--- config.mk ---
export PLATFORM = sky130hd
export DESIGN_NAME = riscoffee_fetch
export DESIGN_NICKNAME = d
export VERILOG_FILES = /design/src/rtl/riscoffee_fetch.sv
export SDC_FILE = /design/constraint.sdc
export NUM_CORES = 1
export LEC_CHECK = 0
export CAP_MARGIN = 30
export CORE_ASPECT_RATIO = 1.1
export CORE_MARGIN = 4
export CORE_UTILIZATION = 30
export DETAILED_ROUTE_END_ITERATION = 12
export GPL_ROUTABILITY_DRIVEN = 0
export SLEW_MARGIN = 20
export SYNTH_ARGS = -nofsm -noshare
export SYNTH_HDL_FRONTEND = slang
export SYNTH_SLANG_ARGS = --single-unit
--- constraint.sdc ---
create_clock -name i_clk -period 9 [get_ports i_clk]
set_input_delay 1.35 -clock i_clk [delete_from_list [all_inputs] [get_ports i_clk]]
set_output_delay 1.35 -clock i_clk [all_outputs]
set_load 0.02 [all_outputs]
--- src/rtl/riscoffee_fetch.sv ---
// rtl/riscoffee_fetch.sv - instruction fetch stage with in-order tag FIFO and decode queue
//
// Purpose: presents the PC to instruction memory and tracks requests that are still in flight.
//    Returned words are paired with their PC tags and buffered in order. Words are handed to decode
//    over valid/ready. On a redirect, all buffered and in-flight work is dropped.
// Ports:
//    i_clk, i_rst          clock; asynchronous active-high reset
//    i_fetch_pc            current PC from the PC stage
//    o_pc_advance          PC consumed this cycle; the PC stage steps
//    i_flush               redirect: discard everything buffered and in flight
//    o_imem_req_*          fetch request valid/ready and word-aligned address
//    i_imem_resp_*         in-order response valid and data
//    o_instr_valid/i_instr_ready, o_instr, o_instr_pc   decode-side handshake, word and its PC tag
module riscoffee_fetch #(
   parameter int DEPTH = 2
) (
   input  logic        i_clk,
   input  logic        i_rst,
   input  logic [31:0] i_fetch_pc,
   output logic        o_pc_advance,
   input  logic        i_flush,
   output logic        o_imem_req_valid,
   input  logic        i_imem_req_ready,
   output logic [31:0] o_imem_req_addr,
   input  logic        i_imem_resp_valid,
   input  logic [31:0] i_imem_resp_data,
   output logic        o_instr_valid,
   input  logic        i_instr_ready,
   output logic [31:0] o_instr,
   output logic [31:0] o_instr_pc
);
   localparam int CNT_W = $clog2(DEPTH) + 1;
   localparam int PTR_W = CNT_W - 1;
   localparam int SUM_W = CNT_W + 2;

   typedef enum logic [1:0] {S_WAKE, S_RUN, S_DRAIN} state_t;

   state_t           r_state, w_state_nxt;
   logic [CNT_W-1:0] r_inflight, r_count, r_discard;
   logic [CNT_W-1:0] w_inflight_nxt, w_count_nxt, w_discard_nxt;
   logic [PTR_W-1:0] r_tag_rd, r_tag_wr, r_q_rd, r_q_wr;
   logic [31:0]      r_tag_mem [DEPTH];
   logic [31:0]      r_q_instr [DEPTH];
   logic [31:0]      r_q_pc    [DEPTH];
   logic [SUM_W-1:0] w_occ;
   logic             w_req, w_push_req, w_resp_live, w_resp_drop, w_resp_take, w_pop;

   // Every slot is reserved at request time, so buffered words can never overflow the queue.
   assign w_occ      = SUM_W'(r_inflight) + SUM_W'(r_count) + SUM_W'(r_discard);
   assign w_req      = (r_state != S_WAKE) && !i_flush && (w_occ < SUM_W'(DEPTH));
   assign w_push_req = w_req && i_imem_req_ready;
   // A response with nothing outstanding is a protocol error; it must not move any counter.
   assign w_resp_live = i_imem_resp_valid && ((r_inflight != '0) || (r_discard != '0));
   assign w_resp_drop = w_resp_live && (r_discard != '0);
   assign w_resp_take = w_resp_live && (r_discard == '0) && !i_flush;
   assign w_pop       = o_instr_valid && i_instr_ready;

   assign o_imem_req_valid = w_req;
   assign o_imem_req_addr  = {i_fetch_pc[31:2], 2'b00};
   assign o_pc_advance     = w_push_req;
   assign o_instr_valid    = (r_count != '0) && !i_flush;
   assign o_instr          = r_q_instr[r_q_rd];
   assign o_instr_pc       = r_q_pc[r_q_rd];

   always_comb begin
      w_inflight_nxt = r_inflight;
      w_count_nxt    = r_count;
      w_discard_nxt  = r_discard;
      if (i_flush) begin
         // Everything still owed by memory becomes stale, minus a response that lands this cycle.
         w_inflight_nxt = '0;
         w_count_nxt    = '0;
         w_discard_nxt  = r_discard + r_inflight - CNT_W'(w_resp_live);
      end else begin
         w_inflight_nxt = r_inflight + CNT_W'(w_push_req) - CNT_W'(w_resp_take);
         w_count_nxt    = r_count + CNT_W'(w_resp_take) - CNT_W'(w_pop);
         w_discard_nxt  = r_discard - CNT_W'(w_resp_drop);
      end
   end

   always_comb begin
      w_state_nxt = r_state;
      unique case (r_state)
         S_WAKE:  w_state_nxt = S_RUN;
         S_RUN:   if (i_flush && (w_discard_nxt != '0)) w_state_nxt = S_DRAIN;
         S_DRAIN: if (w_discard_nxt == '0) w_state_nxt = S_RUN;
         default: w_state_nxt = S_WAKE;
      endcase
   end

   always_ff @(posedge i_clk or posedge i_rst) begin
      if (i_rst) begin
         r_state    <= S_WAKE;
         r_inflight <= '0;
         r_count    <= '0;
         r_discard  <= '0;
         r_tag_rd   <= '0;
         r_tag_wr   <= '0;
         r_q_rd     <= '0;
         r_q_wr     <= '0;
         for (int i = 0; i < DEPTH; i++) begin
            r_tag_mem[i] <= '0;
            r_q_instr[i] <= '0;
            r_q_pc[i]    <= '0;
         end
      end else begin
         r_state    <= w_state_nxt;
         r_inflight <= w_inflight_nxt;
         r_count    <= w_count_nxt;
         r_discard  <= w_discard_nxt;
         if (i_flush) begin
            r_tag_rd <= '0;
            r_tag_wr <= '0;
            r_q_rd   <= '0;
            r_q_wr   <= '0;
         end else begin
            if (w_push_req) begin
               r_tag_mem[r_tag_wr] <= i_fetch_pc;
               r_tag_wr            <= r_tag_wr + PTR_W'(1);
            end
            if (w_resp_take) begin
               r_q_instr[r_q_wr] <= i_imem_resp_data;
               r_q_pc[r_q_wr]    <= r_tag_mem[r_tag_rd];
               r_q_wr            <= r_q_wr + PTR_W'(1);
               r_tag_rd          <= r_tag_rd + PTR_W'(1);
            end
            if (w_pop) begin
               r_q_rd <= r_q_rd + PTR_W'(1);
            end
         end
      end
   end

   a_orphan_resp: assert property (@(posedge i_clk) disable iff (i_rst)
      !(i_imem_resp_valid && (r_inflight == '0) && (r_discard == '0)));
   a_occupancy: assert property (@(posedge i_clk) disable iff (i_rst)
      w_occ <= SUM_W'(DEPTH));
endmodule
==> results.cfg, run 1 <==
[setup_path]
crit_fanout = 22
crit_path_cell_trace = clkdlybuf4s50_1 -> buf_4 -> or4b_1 -> nor3_1 -> clkdlybuf4s50_1
cp_common_cell = sky130_fd_sc_hd__clkdlybuf4s50_1
path_buf_inv = 3
critPathMaxStageDelay_ns = 0.68
critPathRequiredTime_ns = 7.65
cp_data_arrival_time_ns = 3.68
critPathTopFamily = buffers and inverters
critical-path-slowest-cell = sky130_fd_sc_hd__clkdlybuf4s50_1
worst-setup-path-type = in2out
endpoint_kind = output pin
worst_setup_path_start_kind = primary input

[placement]
post_dp_cell_area_mm2 = 0.0113
detailedPlacementHpwl_um = 12600
portBuffers = 166

[floorplan]
core.rowCount = 67
fp.dieW_um = 177
design.die.area_mm2 = 0.0341
core_area_mm2 = 0.0307
initial_core_utilization_pct = 30.6
design.portCount = 169
floorplan.die.height_um = 193

[cts]
cts.repair.resized = 0
cts_hold_buf = 0
clock_tree.buffer_depth = 3
number_of_buffers_inserted_during_clock_tree_synthesis = 24
clk_pin_slew_worst_paths_ns = 0.06
clock_tree.htree_level_count = 1
clock_tree.root_cell = sky130_fd_sc_hd__clkbuf_16
tritoncts = done
worstSkewPairLatency_ns = 0.52
clock_sinks = 204
cts_setup_buffers = 0

[cells_and_area]
seq_area_mm2 = 0.00511
final_cell_area_mm2 = 0.0120
fillers = 2946
drive_gt1_share_pct = 42.9
multi_input_gate_area_mm2 = 0.00382
antenna-diode-count = 0
design.final.nets = 863
area_growth_pct = 28.5
final_util_pct = 39.3

[sta]
timing.final.crit_period_ns = 5.03
rsz0062_at_grt = no
timing_max_transition_violations_final = 0
setup-tns-final_ns = 0
finalHoldViolations = 0
tightest_pin_transition_ns = 0.952
layout_worst_path_cycle_share_pct = 55.8
setup_viol = 0
worst_skew_ns = 0.0170
timing.max_slew.rel_slack_pct = 36.5
max_clock_freq_mhz = 199

[yosys]
yosys-top-cells-area = sky130_fd_sc_hd__dfrtp_1 54%, sky130_fd_sc_hd__mux2_2 34%, sky130_fd_sc_hd__buf_4 2.6%, sky130_fd_sc_hd__ha_1 1.2%, sky130_fd_sc_hd__buf_2 0.85%
async_flop_share_pct = 100
synthesis.area_mm2 = 0.00938
synth-main-ff-cell = sky130_fd_sc_hd__dfrtp_1
synth_area_leader_cell = sky130_fd_sc_hd__dfrtp_1
ys_types = 39
synthCells = 643
yosys.area.top_type_share_pct = 54.5
yosys_warnings = 0
ys_seq_area_share_pct = 54.5
synth.avg_cell_area_um2 = 14.6
synth_enable_flop_cells = 0
total_of_flip_flops_plus_latches_after_synthesis = 204

[power_and_ir_drop]
power.density_cell_area_mw_per_mm2 = 289
irDropWorstVdd_v = 0.000171
power.leakage_nw = 5.53

[routing]
drt_pre_antenna_iters = 4
routed_vias = 5487
dr_wl_met2_um = 9570
drt_iter0_markers = 142
drt-wirelength-per-cell_um = 16.6
uppermost_layer_routed = met4
met3_wirelength_um = 1170
route.final.wire_length_um = 20000
route.detailed.drc = 0
m1WireLength_um = 8920
final_antenna_net_count = 0
post_drt_via_cell_ratio = 4.54

[outcome]
status = complete, no violations

[grt]
grt_first_pass_wirelength_um = 32500
first_global_vias = 6001
globalRouteOverflowTotal = 0
antenna_found_initial = 1
tot_gr_track_use_pct = 11.6
grt_max_degree = 132

[worst_hold_path]
hold_path.class = reg2reg

[run]
maxCapViolCount = 0
[final cells by class]
| cell class | instances | area share (%) |
|---|---|---|
| clock buffers | 32 | 5.40 |
| well taps | 414 | 4.30 |
| inverters | 13 | 0.467 |
| multi-input cells | 362 | 31.7 |
| repair buffers | 178 | 15.0 |
| clock inverters | 6 | 0.758 |
| flip-flops and latches | 204 | 42.4 |
[layout by cell type, fill, tap and decap left out, drive strengths merged, types with 3 or more instances in the layout]
| cell type | count |
|---|---|
| inv | 13 |
| mux2 | 288 |
| buf | 12 |
| clkinv | 4 |
| ha | 9 |
| a21oi | 4 |
| nor2 | 12 |
| nor2b | 5 |
| or2 | 3 |
| xnor2 | 5 |
| dfrtp | 204 |
| nand2 | 4 |
| o31ai | 3 |
| clkbuf | 32 |
| clkdlybuf4s50 | 166 |
[power breakdown]
group | total, mW | leakage [nW] | internal [mW] | switching (mW)
combinational | 1.21 | 2.46 | 0.697 | 0.515
sequential | 1.34 | 2.71 | 1.20 | 0.143
clock | 0.932 | 0.364 | 0.560 | 0.372
total | 3.49 | 5.53 | 2.46 | 1.03
[registers in the layout, summed over array words and instances, names as in the netlist]
register / cells
r_count: 2
r_discard: 2
r_inflight: 2
r_q_instr: 64
r_q_pc: 64
r_q_rd: 1
r_q_wr: 1
r_state: 2
r_tag_mem: 64
r_tag_rd: 1
r_tag_wr: 1
[cell usage after synthesis (2+ instances only)]
master                     instances
sky130_fd_sc_hd__or2_2             3
sky130_fd_sc_hd__nand2b_1          2
sky130_fd_sc_hd__buf_2            16
sky130_fd_sc_hd__buf_1             4
sky130_fd_sc_hd__nor2_1           12
sky130_fd_sc_hd__dfrtp_1         204
sky130_fd_sc_hd__nand3_1           2
sky130_fd_sc_hd__nand2_1           4
sky130_fd_sc_hd__o31ai_1           3
sky130_fd_sc_hd__inv_1            13
sky130_fd_sc_hd__ha_1              9
sky130_fd_sc_hd__buf_4            32
sky130_fd_sc_hd__nor2b_1           5
sky130_fd_sc_hd__or4_1             2
sky130_fd_sc_hd__clkbuf_1         10
sky130_fd_sc_hd__a21oi_1           4
sky130_fd_sc_hd__mux2_2          287
sky130_fd_sc_hd__nand4_1           2
sky130_fd_sc_hd__mux2i_1           2
sky130_fd_sc_hd__xnor2_1           5
sky130_fd_sc_hd__buf_6             3
sky130_fd_sc_hd__o21ba_2           2
[metal layers]
layer	global-route usage, %	vias to the layer above
met4	3.01	0
met3	2.64	28
met5	0	-
met1	15.4	2812
met2	19.3	120
li1	-	2527
[worst paths after layout]
kind / to / slack (ns) / startpoint / cells after the start
worst max-delay path: o_pc_advance / 3.97 / i_flush / 5
worst min-delay path: r_tag_mem[52] / 0.49 / r_tag_mem[52] / 1
worst max register to register: r_tag_mem[37] / 5.38 / r_discard[1] / 8
worst min register to register: r_tag_mem[52] / 0.49 / r_tag_mem[52] / 1
max in group asynchronous: r_state[1] / 6.85 / i_rst / 4
min in group asynchronous: r_q_instr[33] / 1.18 / i_rst / 2
[through the flow]
step	setup slack, ns	hold slack, ns	total power, mW	std cells
after global placement	3.92	0.470	2.57	1167
after floorplan	2.08	0.454	2.14	644
after detailed placement	3.93	0.475	2.59	1168
after CTS	3.93	0.488	3.55	1206
after global routing	3.79	0.509	3.71	1209
final	3.97	0.485	3.49	1209
[kinds of logic after synthesis]
kind of cell / after synthesis / synth area share (%)
mux: 290 / 34.8
simple gates: 38 / 2.42
flops: 204 / 54.5
xor+xnor: 7 / 0.801
buf+inv: 78 / 4.86
other cells: 1 / 0.0400
compound gates: 15 / 1.21
fa+ha+maj: 10 / 1.41
No activity file was read; power rests on OpenSTA's default activity.
==> inputs of run 2 (changes only) <==
==> constraint.sdc (replaced) <==
create_clock -name i_clk -period 4.9 [get_ports i_clk]
set_input_delay 0.735 -clock i_clk [delete_from_list [all_inputs] [get_ports i_clk]]
set_output_delay 0.735 -clock i_clk [all_outputs]
set_load 0.02 [all_outputs]
==> run 2 against run 1 <==
Net effect:
- clock power is 88% higher
- power is 85% higher
- critical path depth is 2 higher
- sequential share of layout area is 0.13 points lower
- non-clock buffer count is 2 higher
- die area stayed put
- final cell count is 0.50% higher
- hold slack better by 0.0064 ns
- global-route usage is 0.091 points higher
- first-iteration DRC count is 27% higher
- critical path type is now reg2out
- critical endpoint unchanged
- largest cell class unchanged
- largest power group unchanged
==> results.cfg, run 2 (synthesis gave the netlist of run 1 again) <==
[placement]
placed_cells_incl_taps = 1172
detailedPlacementHpwl_um = 13000
post_dp_cell_area_mm2 = 0.0113
portBuffers = 166

[cells_and_area]
design.final.nets = 866
instances_no_fill = 1215
antenna-diode-count = 0
largestRegisters = r_q_instr x64, r_q_pc x64, r_tag_mem x64
drive_gt1_share_pct = 43.6
final_cell_area_mm2 = 0.0121
most-common-layout-cells = 287 x sky130_fd_sc_hd__mux2_2, 202 x sky130_fd_sc_hd__dfrtp_1, 166 x sky130_fd_sc_hd__clkdlybuf4s50_1
layout_commonest_cell = sky130_fd_sc_hd__mux2_2
area_growth_pct = 28.9

[setup_path]
endpoint_kind = output pin
critPathRequiredTime_ns = 4.16
worst-r2r-setup-slack_ns = 1.73
crit_fanout = 10
cp_common_cell = sky130_fd_sc_hd__inv_1
worst_setup_path_start_kind = flop
worst-setup-path-type = reg2out
critPathMaxStageDelay_ns = 0.71
cp_data_arrival_time_ns = 3.62
crit_path_cell_trace = inv_1 -> fa_1 -> inv_1 -> ha_1 -> or4b_1 -> nor3_1 -> clkdlybuf4s50_1
rr_worst_depth = 8
critical-path-slowest-cell = sky130_fd_sc_hd__clkdlybuf4s50_1

[routing]
uppermost_layer_routed = met5
met3_wirelength_um = 1130
dr_wl_met2_um = 9790
post_drt_via_cell_ratio = 4.53
final_antenna_net_count = 0
drt-wirelength-per-cell_um = 16.6
route.final.wire_length_um = 20100
routed_vias = 5503
drt_iter0_markers = 180
m1WireLength_um = 8810
drt_pre_antenna_iters = 4
route.detailed.drc = 0

[cts]
worstSkewPairLatency_ns = 0.51
cts_setup_buffers = 0
clock_sinks = 204
number_of_buffers_inserted_during_clock_tree_synthesis = 25
clock_tree.htree_level_count = 1
tritoncts = done
cts.repair.resized = 0
cts_hold_buf = 0
clk_pin_slew_worst_paths_ns = 0.06
clock_tree.root_cell = sky130_fd_sc_hd__clkbuf_16
clock_tree.buffer_depth = 3

[grt]
globalRouteOverflowTotal = 0
tot_gr_track_use_pct = 11.7
grt_max_degree = 108
antenna_found_initial = 1
first_global_vias = 6020
grt_first_pass_wirelength_um = 32900

[sta]
rsz0062_at_grt = no
setup-tns-final_ns = 0
timing.max_slew.rel_slack_pct = 49.1
setup_viol = 0
layout_worst_path_cycle_share_pct = 88.8
worst_skew_ns = 0.0109
timing.final.crit_period_ns = 4.35
timing.hold.ws_ns = 0.491
finalHoldViolations = 0
max_clock_freq_mhz = 230
timing_max_transition_violations_final = 0
tightest_pin_transition_ns = 0.762

[power_and_ir_drop]
pwr-share-seq_pct = 38.2
comb_power_share_pct = 34.7
power.density_cell_area_mw_per_mm2 = 533
total_power_mw = 6.44
internal_power_mw = 4.52
clock_power_share_pct = 27.1
power.leakage_nw = 5.55
total_switching_power_mw = 1.92
netSwitchingFraction_pct = 29.8
irDropWorstVdd_v = 0.000209

[worst_hold_path]
holdPathStages = 1
hold_path.class = reg2reg

[floorplan]
core_area_mm2 = 0.0307
initial_core_utilization_pct = 30.6
design.portCount = 169
design.die.area_mm2 = 0.0341
fp.dieW_um = 177
core.rowCount = 67
floorplan.die.height_um = 193

[run]
maxCapViolCount = 0

[outcome]
status = complete, no violations
==> run 2: final cells by class <==
type                            instances  area, um^2
Clock buffer                           36         737
Clock inverter                          6        45.0
Inverter                               13        52.6
Sequential cell                       204        5110
Tap cell                              414         518
Timing Repair Buffer                  180        1800
Multi-Input combinational cell        362        3820
Fill cell                            2970       18600
==> run 2: path summary, 6_finish.rpt <==
path | startpoint | to
max | r_discard[1] | o_pc_advance
min | r_tag_mem[52] | r_tag_mem[52]
max reg2reg | r_discard[1] | r_tag_mem[54]
min reg2reg | r_tag_mem[52] | r_tag_mem[52]
max in group asynchronous | i_rst | r_q_pc[23]
min in group asynchronous | i_rst | r_q_pc[2]
==> run 2: per-stage QoR <==
step | util (%) | setup WS (ns)
finish | 39.4 | 0.549
global route | 39.4 | 0.348
CTS | 39.3 | 0.478
detailed placement | 36.8 | 1.04
global placement | 36.7 | 1.11
floorplan | - | 1.52
==> run 2: power by group through the flow <==
stage / Combinational [mW] / Clock, mW / Sequential, mW
after global placement: 2.24 / 0 / 2.49
after floorplan: 1.54 / 0 / 2.40
after detailed placement: 2.26 / 0 / 2.50
after CTS: 2.28 / 1.83 / 2.47
final: 2.23 / 1.75 / 2.46
after global routing: 2.44 / 1.90 / 2.53
==> run 2: layer usage <==
layer	up-vias	track usage, %
met5	-	0
li1	2532	-
met3	33	2.71
met1	2822	15.1
met2	114	19.7
met4	2	3.32
==> run 2: worst max-delay path: cells and delay by family (launching register included) <==
family	cells	cell delay (ns)
DFF	1	0.50
buffers and inverters	3	0.89
adders and majority gates	2	0.77
and+or+nand+nor	2	0.96
==> inputs of run 3 (changes only) <==
--- a/config.mk
+++ b/config.mk
@@ -11,6 +11,7 @@
 export CORE_UTILIZATION = 30
 export DETAILED_ROUTE_END_ITERATION = 12
 export GPL_ROUTABILITY_DRIVEN = 0
+export SKIP_CTS_REPAIR_TIMING = 1
 export SLEW_MARGIN = 20
 export SYNTH_ARGS = -nofsm -noshare
 export SYNTH_HDL_FRONTEND = slang
==> results of run 3 <==
Same layout as run 2: the final DEF is identical, and so are final timing and power.
